**src/rtl/pattern_ctrl_pkg.sv**
```systemverilog
// pattern_ctrl_pkg: register map offsets, CTRL/STATUS bit positions and the commit FSM state type
package pattern_ctrl_pkg;
    localparam int CTRL_OFS           = 0;
    localparam int STATUS_OFS         = 1;
    localparam int PAT_OFS            = 2;
    localparam int CTRL_ENABLE_BIT    = 0;
    localparam int CTRL_COMMIT_BIT    = 1;
    localparam int CTRL_CNT_CLR_BIT   = 2;
    localparam int STATUS_PENDING_BIT = 0;
    localparam int STATUS_WRKEN_BIT   = 1;
    localparam int STATUS_CNT_LSB     = 16;

    typedef enum logic [1:0] {IDLE, PENDING, COPY} commit_state_t;
endpackage

```
**src/rtl/pattern_commit_fsm.sv**
```systemverilog
// pattern_commit_fsm: one channel's commit handshake, ENABLE/wrken register and match counter.
// The counter exists only when PATTERN_CTRL_MATCH_CNT_EN is defined.
module pattern_commit_fsm
    import pattern_ctrl_pkg::*;
#(
    parameter int CNT_WIDTH = 16
) (
    input  logic                 clk_i,
    input  logic                 arst_n_i,
    input  logic                 ctrl_wr_i,
    input  logic                 enable_i,
    input  logic                 commit_i,
    input  logic                 cnt_clr_i,
    input  logic                 pattern_ready_i,
    input  logic                 match_i,
    output logic                 enable_o,
    output logic                 pending_o,
    output logic                 copy_o,
    output logic                 wrken_o,
    output logic [CNT_WIDTH-1:0] cnt_o
);
    commit_state_t state_q, state_d;
    logic          enable_q, enable_d;
    logic          wrken_q, wrken_d;

    always_comb begin
        state_d  = state_q;
        enable_d = ctrl_wr_i ? enable_i : enable_q;
        case (state_q)
            IDLE:    state_d = (ctrl_wr_i && commit_i) ? PENDING : IDLE;
            PENDING: state_d = pattern_ready_i ? COPY : PENDING;
            default: state_d = IDLE;
        endcase
        // wrken is registered from next-state values so it never glitches
        wrken_d = enable_d && state_d == IDLE;
    end

    always_ff @(posedge clk_i or negedge arst_n_i) begin
        if (!arst_n_i) begin
            state_q  <= IDLE;
            enable_q <= 1'b0;
            wrken_q  <= 1'b0;
        end else begin
            state_q  <= state_d;
            enable_q <= enable_d;
            wrken_q  <= wrken_d;
        end
    end

    assign enable_o  = enable_q;
    assign pending_o = state_q != IDLE;
    assign copy_o    = state_q == COPY;
    assign wrken_o   = wrken_q;

`ifdef PATTERN_CTRL_MATCH_CNT_EN
    logic [CNT_WIDTH-1:0] cnt_q, cnt_d;

    always_comb begin
        cnt_d = (ctrl_wr_i && cnt_clr_i) ? '0 : (match_i && ~&cnt_q) ? cnt_q + CNT_WIDTH'(1) : cnt_q;
    end

    always_ff @(posedge clk_i or negedge arst_n_i) begin
        if (!arst_n_i)
            cnt_q <= '0;
        else
            cnt_q <= cnt_d;
    end

    assign cnt_o = cnt_q;
`else
    logic unused_cnt_in;

    assign unused_cnt_in = match_i ^ cnt_clr_i;
    assign cnt_o         = '0;
`endif
endmodule

```
**src/rtl/pattern_ctrl_regs.sv**
```systemverilog
// pattern_ctrl_regs: Avalon-MM register file feeding shadow/active key patterns to CHANNELS matchers.
// Define PATTERN_CTRL_MATCH_CNT_EN to build the per-channel match counters.
module pattern_ctrl_regs
    import pattern_ctrl_pkg::*;
#(
    parameter int REG_WIDTH  = 32,
    parameter int PAT_WORDS  = 3,
    parameter int CHANNELS   = 2,
    parameter int CNT_WIDTH  = 16,
    parameter int PAT_SIZE   = PAT_WORDS * REG_WIDTH,
    parameter int WORD_BITS  = $clog2(PAT_WORDS + 2),
    parameter int CH_BITS    = (CHANNELS > 1) ? $clog2(CHANNELS) : 1,
    parameter int ADDR_WIDTH = CH_BITS + WORD_BITS
) (
    input  logic                              clk_i,
    input  logic                              arst_n_i,
    input  logic [ADDR_WIDTH-1:0]             amm_address_i,
    input  logic                              amm_write_i,
    input  logic [REG_WIDTH-1:0]              amm_writedata_i,
    input  logic                              amm_read_i,
    output logic                              amm_waitrequest_o,
    output logic [REG_WIDTH-1:0]              amm_readdata_o,
    output logic                              amm_readdatavalid_o,
    output logic [CHANNELS-1:0][0:PAT_SIZE-1] pattern_o,
    output logic [CHANNELS-1:0]               wrken_o,
    input  logic [CHANNELS-1:0]               pattern_ready_i,
    input  logic [CHANNELS-1:0]               match_i
);
    localparam int CH_SLOTS = 2 ** CH_BITS;

    logic [CH_BITS-1:0]                                ch;
    logic [WORD_BITS-1:0]                              word;
    logic                                              in_range, is_shadow, wr_acc;
    logic [CH_SLOTS-1:0]                               busy;
    logic [CHANNELS-1:0]                               enable, pending, copy;
    logic [CHANNELS-1:0][CNT_WIDTH-1:0]                cnt;
    logic [CHANNELS-1:0][PAT_WORDS-1:0][REG_WIDTH-1:0] shadow_q, shadow_d, active_q, active_d;
    logic [REG_WIDTH-1:0]                              rdata, rdata_q, rdata_d;
    logic                                              rvalid_q, rvalid_d;

    assign ch        = amm_address_i[ADDR_WIDTH-1 -: CH_BITS];
    assign word      = amm_address_i[WORD_BITS-1:0];
    assign in_range  = 32'(ch) < CHANNELS && 32'(word) <= PAT_WORDS + 1;
    assign is_shadow = in_range && 32'(word) >= PAT_OFS;
    // padded to every encodable channel so unused channel codes never stall
    assign busy      = CH_SLOTS'(pending);

    assign amm_waitrequest_o = amm_write_i && is_shadow && busy[ch];
    assign wr_acc            = amm_write_i && !amm_waitrequest_o && in_range;

    for (genvar c = 0; c < CHANNELS; c++) begin : g_ch
        logic ctrl_wr;

        assign ctrl_wr = wr_acc && 32'(ch) == c && 32'(word) == CTRL_OFS;

        pattern_commit_fsm #(.CNT_WIDTH(CNT_WIDTH)) u_fsm (
            .clk_i           (clk_i),
            .arst_n_i        (arst_n_i),
            .ctrl_wr_i       (ctrl_wr),
            .enable_i        (amm_writedata_i[CTRL_ENABLE_BIT]),
            .commit_i        (amm_writedata_i[CTRL_COMMIT_BIT]),
            .cnt_clr_i       (amm_writedata_i[CTRL_CNT_CLR_BIT]),
            .pattern_ready_i (pattern_ready_i[c]),
            .match_i         (match_i[c]),
            .enable_o        (enable[c]),
            .pending_o       (pending[c]),
            .copy_o          (copy[c]),
            .wrken_o         (wrken_o[c]),
            .cnt_o           (cnt[c])
        );

        for (genvar w = 0; w < PAT_WORDS; w++) begin : g_w
            assign pattern_o[c][w*REG_WIDTH +: REG_WIDTH] = active_q[c][w];
        end
    end

    always_comb begin
        shadow_d = shadow_q;
        active_d = active_q;
        for (int c = 0; c < CHANNELS; c++) begin
            for (int w = 0; w < PAT_WORDS; w++)
                if (wr_acc && 32'(ch) == c && 32'(word) == PAT_OFS + w)
                    shadow_d[c][w] = amm_writedata_i;
            if (copy[c])
                active_d[c] = shadow_q[c];
        end
    end

    // read mux works on current register values, so a same-cycle write is not visible yet
    always_comb begin
        rdata = '0;
        for (int c = 0; c < CHANNELS; c++)
            if (in_range && 32'(ch) == c) begin
                if (32'(word) == CTRL_OFS)
                    rdata = REG_WIDTH'(enable[c]);
                else if (32'(word) == STATUS_OFS)
                    rdata = REG_WIDTH'({cnt[c], {(STATUS_CNT_LSB-2){1'b0}}, wrken_o[c], pending[c]});
                else
                    for (int w = 0; w < PAT_WORDS; w++)
                        if (32'(word) == PAT_OFS + w)
                            rdata = shadow_q[c][w];
            end
        rdata_d  = amm_read_i ? rdata : '0;
        rvalid_d = amm_read_i;
    end

    always_ff @(posedge clk_i or negedge arst_n_i) begin
        if (!arst_n_i) begin
            shadow_q <= '1;
            active_q <= '1;
            rdata_q  <= '0;
            rvalid_q <= 1'b0;
        end else begin
            shadow_q <= shadow_d;
            active_q <= active_d;
            rdata_q  <= rdata_d;
            rvalid_q <= rvalid_d;
        end
    end

    assign amm_readdata_o      = rdata_q;
    assign amm_readdatavalid_o = rvalid_q;
endmodule

```
**config.mk**
```make
export PLATFORM = sky130hd
export DESIGN_NAME = pattern_ctrl_regs
export DESIGN_NICKNAME = d
export VERILOG_FILES = /design/src/rtl/pattern_ctrl_pkg.sv /design/src/rtl/pattern_commit_fsm.sv /design/src/rtl/pattern_ctrl_regs.sv
export SDC_FILE = /design/constraint.sdc
export NUM_CORES = 1
export LEC_CHECK = 0
export BUFFER_PORTS_ARGS = -buffer_cell sky130_fd_sc_hd__buf_2
export CAP_MARGIN = 20
export CELL_PAD_IN_SITES_DETAIL_PLACEMENT = 1
export CELL_PAD_IN_SITES_GLOBAL_PLACEMENT = 1
export CORE_MARGIN = 2
export CORE_UTILIZATION = 34
export CTS_CLUSTER_DIAMETER = 200
export CTS_CLUSTER_SIZE = 16
export DETAILED_ROUTE_END_ITERATION = 10
export PLACE_DENSITY_LB_ADDON = 0.1
export RECOVER_POWER = 50
export SETUP_SLACK_MARGIN = 0.4
export SKIP_LAST_GASP = 1
export SLEW_MARGIN = 0
export SYNTH_ARGS = -nofsm -noshare
export SYNTH_HDL_FRONTEND = slang
export SYNTH_SLANG_ARGS = --single-unit
export TNS_END_PERCENT = 30
```
**constraint.sdc**
```tcl
create_clock -name clk_i -period 1.85 [get_ports clk_i]
set_clock_uncertainty 0.05 [all_clocks]
set_input_delay 0.2775 -clock clk_i [delete_from_list [all_inputs] [get_ports clk_i]]
set_output_delay 0.2775 -clock clk_i [all_outputs]
set_load 0.03 [all_outputs]
```
==> metrics.sh <==
PROPORTION_OF_SYNTHESIZED_FLIP_FLOPS_HAVING_ASYNCHRONOUS_SET_OR_RESET=1.000
INITIAL_CORE_UTIL=0.3439
GRT_PASS1_VIAS=12490
HOLDWS_NS=0.02646
WIRE_PER_INST_UM=25.05
POSTSYNTHAREAPERCELL_UM2=15.06
VIAS_CELL=5.031
CP_CELL_SEQUENCE='nor2_2, buf_6, nand2_4, o311ai_4, buf_4, a21oi_4, buf_6'
SYNTH-EDFF-COUNT=0
CRIT_FAMILY='buffers and inverters'
MAX_SLEW_MARGIN=0.1982
WORSTSKEWPAIRLATENCY_NS=0.60
PERIOD_SHARE=1.123
ROW_COUNT=84
CTS_TREE='done'
DRT_PASS1_ITERATIONS=4
SETUP.WORST_PATH.END_CLASS='primary output'
CTS_MADE_BUFFERS=30
ROUTABILITYCONGESTION=0.7630
TIGHTEST_SLEW_NS=1.203
CORE-AREA_UM2=52660
CP_MAX_FO=3
MAPPEDNETLISTNETS=1246
BOUNDARYPINS=272
POST_SYNTH_NUM_CELL_TYPES=53
MAXIMUM_NUMBER_OF_PINS_ON_ONE_NET_BEFORE_GLOBAL_ROUTE_REPAIR=77
PATH_BUF_INV=3
IR_WORST_VDD_uV=806.9
H-TREE-DEPTH=1
SYNTH_TOP_AREA_CELL='dfstp_2'
CRITICAL_PATH.MAX_STAGE_DELAY_NS=0.40
PRE_CTS_SETUP_SLACK_NS=-0.09638
CTS-ROOT-TO-SINK-BUFFERS=3
MOST_COMMON_FLOP_CELL_MAPPED_BY_YOSYS='dfstp_2'
PLACEMENT.IO_BUFFERS=269
CRITICALPATHCATEGORY='reg -> out'
SYNTH-WARNING-COUNT=0
DETAIL_ROUTE.DRC_VIOLATIONS=0
FINAL-INSTANCE-COUNT-EXCL-FILL=2277
YS_SEQ_AREA_FRAC=0.6139
CTS_NUM_SINKS=425
PATH_CLK_SLEW_NS=0.08
FAILING_CHECKS='setup timing'
SYNTH.FF_LATCH_COUNT=425
GRT.OVERFLOW.TOTAL=0
CLOCK.FMAX_GHz=0.4812
ANTENNA_VIOLATION_NET_COUNT_AFTER_DETAILED_ROUTING=0
FINALSETUPVIOLATIONS=67
PLACED_CELL_COUNT=2159
WORST_HOLD_PATH_TYPE='in -> reg'
PLACE.DETAILED.HPWL_UM=37960
FINAL-MAX-SLEW-VIOLATION-COUNT=0
GLOBAL_ROUTE.USAGE.TOTAL=0.2010
TIMING.CRITICAL_PATH.MODE_CELL='buf_6'
DRT_WL_TOTAL_UM=57040
TIMING.FINAL.HOLD_VIOLATIONS=0
POST_SYNTHESIS_TO_FINAL_LAYOUT_AREA_GROWTH_PCT=29.22
POST-SYNTH-TOP-AREA-FRACTION=0.5573
DESIGN.DIE.AREA_UM2=55110
SETUP_REPAIR_AFTER_GLOBAL_ROUTING_MISSED_ITS_MARGIN='true'
P_PER_AREA_nW_PER_UM2=1144
VIA_COUNT=11460
SYN-INSTANCE-COUNT=1202
FINAL.SETUP.WORST_SLACK_NS=-0.2282
MAPPEDNETLISTAREA_UM2=18110
FLOORPLAN.DIE.WIDTH_UM=234.8
CTS-ROOT-BUF='clkbuf_16'
CRIT_SLOWEST_CELL='dfrtp_1'
FINAL_CRITICAL_PATH_REQUIRED_PERIOD_NS=2.078
TIMING.CRITICAL_PATH.REQUIRED_NS=1.52
FINAL_NETS=1614
WORST_PATH_ARRIVAL_NS=1.75
DIE-HEIGHT_UM=234.8
DETAILEDROUTE.FIRSTITERATIONVIOLATIONS=431
CRIT_PATH_START_KIND='flop'
GRT_FIRST_PASS_WIRELENGTH_UM=84350
OUTCOME='finished, violations left'
SYNTH.TOP_CELLS.BY_AREA='dfstp_2, mux2_2, dfrtp_1'
FILL_CELL_TOTAL_OF_THE_FINISHED_LAYOUT=5277
DRV_CAP=0
INITIAL_ANTENNA_VIOLATION_COUNT=2
FRACTION_OF_FINAL_LAYOUT_CELLS_WITH_DRIVE_STRENGTH_GREATER_THAN_1=0.7813
STATIC-LEAKAGE-POWER_nW=10.52
-- registers in the layout, indices dropped and copies added, names as in the netlist --
register,count
g_ch.u_fsm.wrken_o,2
pattern_o,192
shadow_q,192
amm_readdata_o,32
g_ch.u_fsm.state_q,4
g_ch.u_fsm.enable_o,2
amm_readdatavalid_o,1
-- worst paths after layout --
| kind | startpoint | end | slack, ns | cells past startpoint |
|---|---|---|---|---|
| worst max-delay path | g_ch[1].u_fsm.state_q[0] | amm_waitrequest_o | -0.23 | 7 |
| worst min-delay path | amm_writedata_i[31] | shadow_q[95] | 0.03 | 2 |
| worst max register to register | g_ch[1].u_fsm.state_q[0] | shadow_q[133] | -0.09 | 7 |
| worst min register to register | g_ch[1].u_fsm.enable_o | g_ch[1].u_fsm.enable_o | 0.50 | 1 |
| max in group asynchronous | arst_n_i | shadow_q[10] | 0.08 | 3 |
| min in group asynchronous | arst_n_i | amm_readdata_o[23] | 0.40 | 2 |
-- power by group --
part / internal (mW) / leakage [nW] / switching [mW]
combinational: 3.04 / 5.55 / 3.44
sequential: 12.4 / 4.56 / 1.43
clock: 3.09 / 0.407 / 3.33
-- cell families after synthesis --
| kind of cell | count (synthesis) | share of synthesized area |
|---|---|---|
| compound gates | 134 | 0.05059 |
| buf+inv | 90 | 0.02522 |
| flops | 425 | 0.6139 |
| mux | 436 | 0.2757 |
| simple gates | 117 | 0.03455 |
-- synthesized netlist by cell type (11+ instances only) --
cell	count
mux2_4	30
o22ai_1	13
nand2b_1	14
mux2_2	376
o21ai_0	24
dfrtp_1	41
buf_2	47
nor2_1	30
nand2_1	17
a21oi_1	34
mux2i_1	24
dfstp_2	384
a22oi_1	11
clkbuf_1	21
nor3_1	14
-- metal layers --
layer | track usage | vias up | wire (um)
met5 | 0 | - | 0
met4 | 0.02934 | 0 | 788
met3 | 0.03583 | 47 | 2422
met2 | 0.3443 | 214 | 28690
met1 | 0.2715 | 6121 | 25140
li1 | - | 5074 | -
-- final cells by class --
cell class                 count  area [um^2]  share of cell area
antenna                        2        5.005           0.0002139
clock inverter                 1        8.758           0.0003744
tap                          688        860.8             0.03679
clock buffer                  48        839.6             0.03588
sequential                   425        11120              0.4751
multi-input combinational    688         6952              0.2971
timing repair buffer         422         3600              0.1539
inverter                       3        15.01           0.0006417
-- stage by stage --
| step | cell area [um^2] | TNS [ns] | power (mW) | utilization |
|---|---|---|---|---|
| floorplan | 18300 | 0 | 17.68 | - |
| global placement | 21030 | -1.277 | 19.85 | 0.3993 |
| detailed placement | 21030 | -2.416 | 20.02 | 0.3993 |
| CTS | 23040 | -5.125 | 27.08 | 0.4376 |
| global route | 23390 | -18.99 | 28.07 | 0.4442 |
| finish | 23400 | -3.473 | 26.77 | 0.4443 |
-- worst reg2reg max path, stage by stage (launching register included) --
cell and delay [ns]:
dfrtp_1 0.40, nor2_2 0.17, nand3_1 0.13, buf_4 0.17, nor3_4 0.20, buf_6 0.17, bufbuf_16 0.27, mux2_2 0.32
-- cells in the final DEF, fill, tap and decap left out, types with 24 or more instances in the layout --
cell           netlist  layout
buf_4                8      58
mux2_2             376     321
buf_12               0      31
a21oi_1             34      33
dfrtp_1             41      41
buf_6                4      62
clkbuf_16            0      36
mux2_4              30      90
buf_2               47     218
mux2i_1             24      24
nor2_1              30      30
dlygate4sd3_1        0      30
dfstp_2            384     384
-- repair_timing --
action	CTS	global route
hold buffers	30	0
buffers inserted	15	7
resized for setup	147	42
hold endpoints to repair	211	0
setup endpoints to repair	562	614
cloned	8	7
pin swaps	6	2
Note: power is estimated with default switching activity, not from simulation.
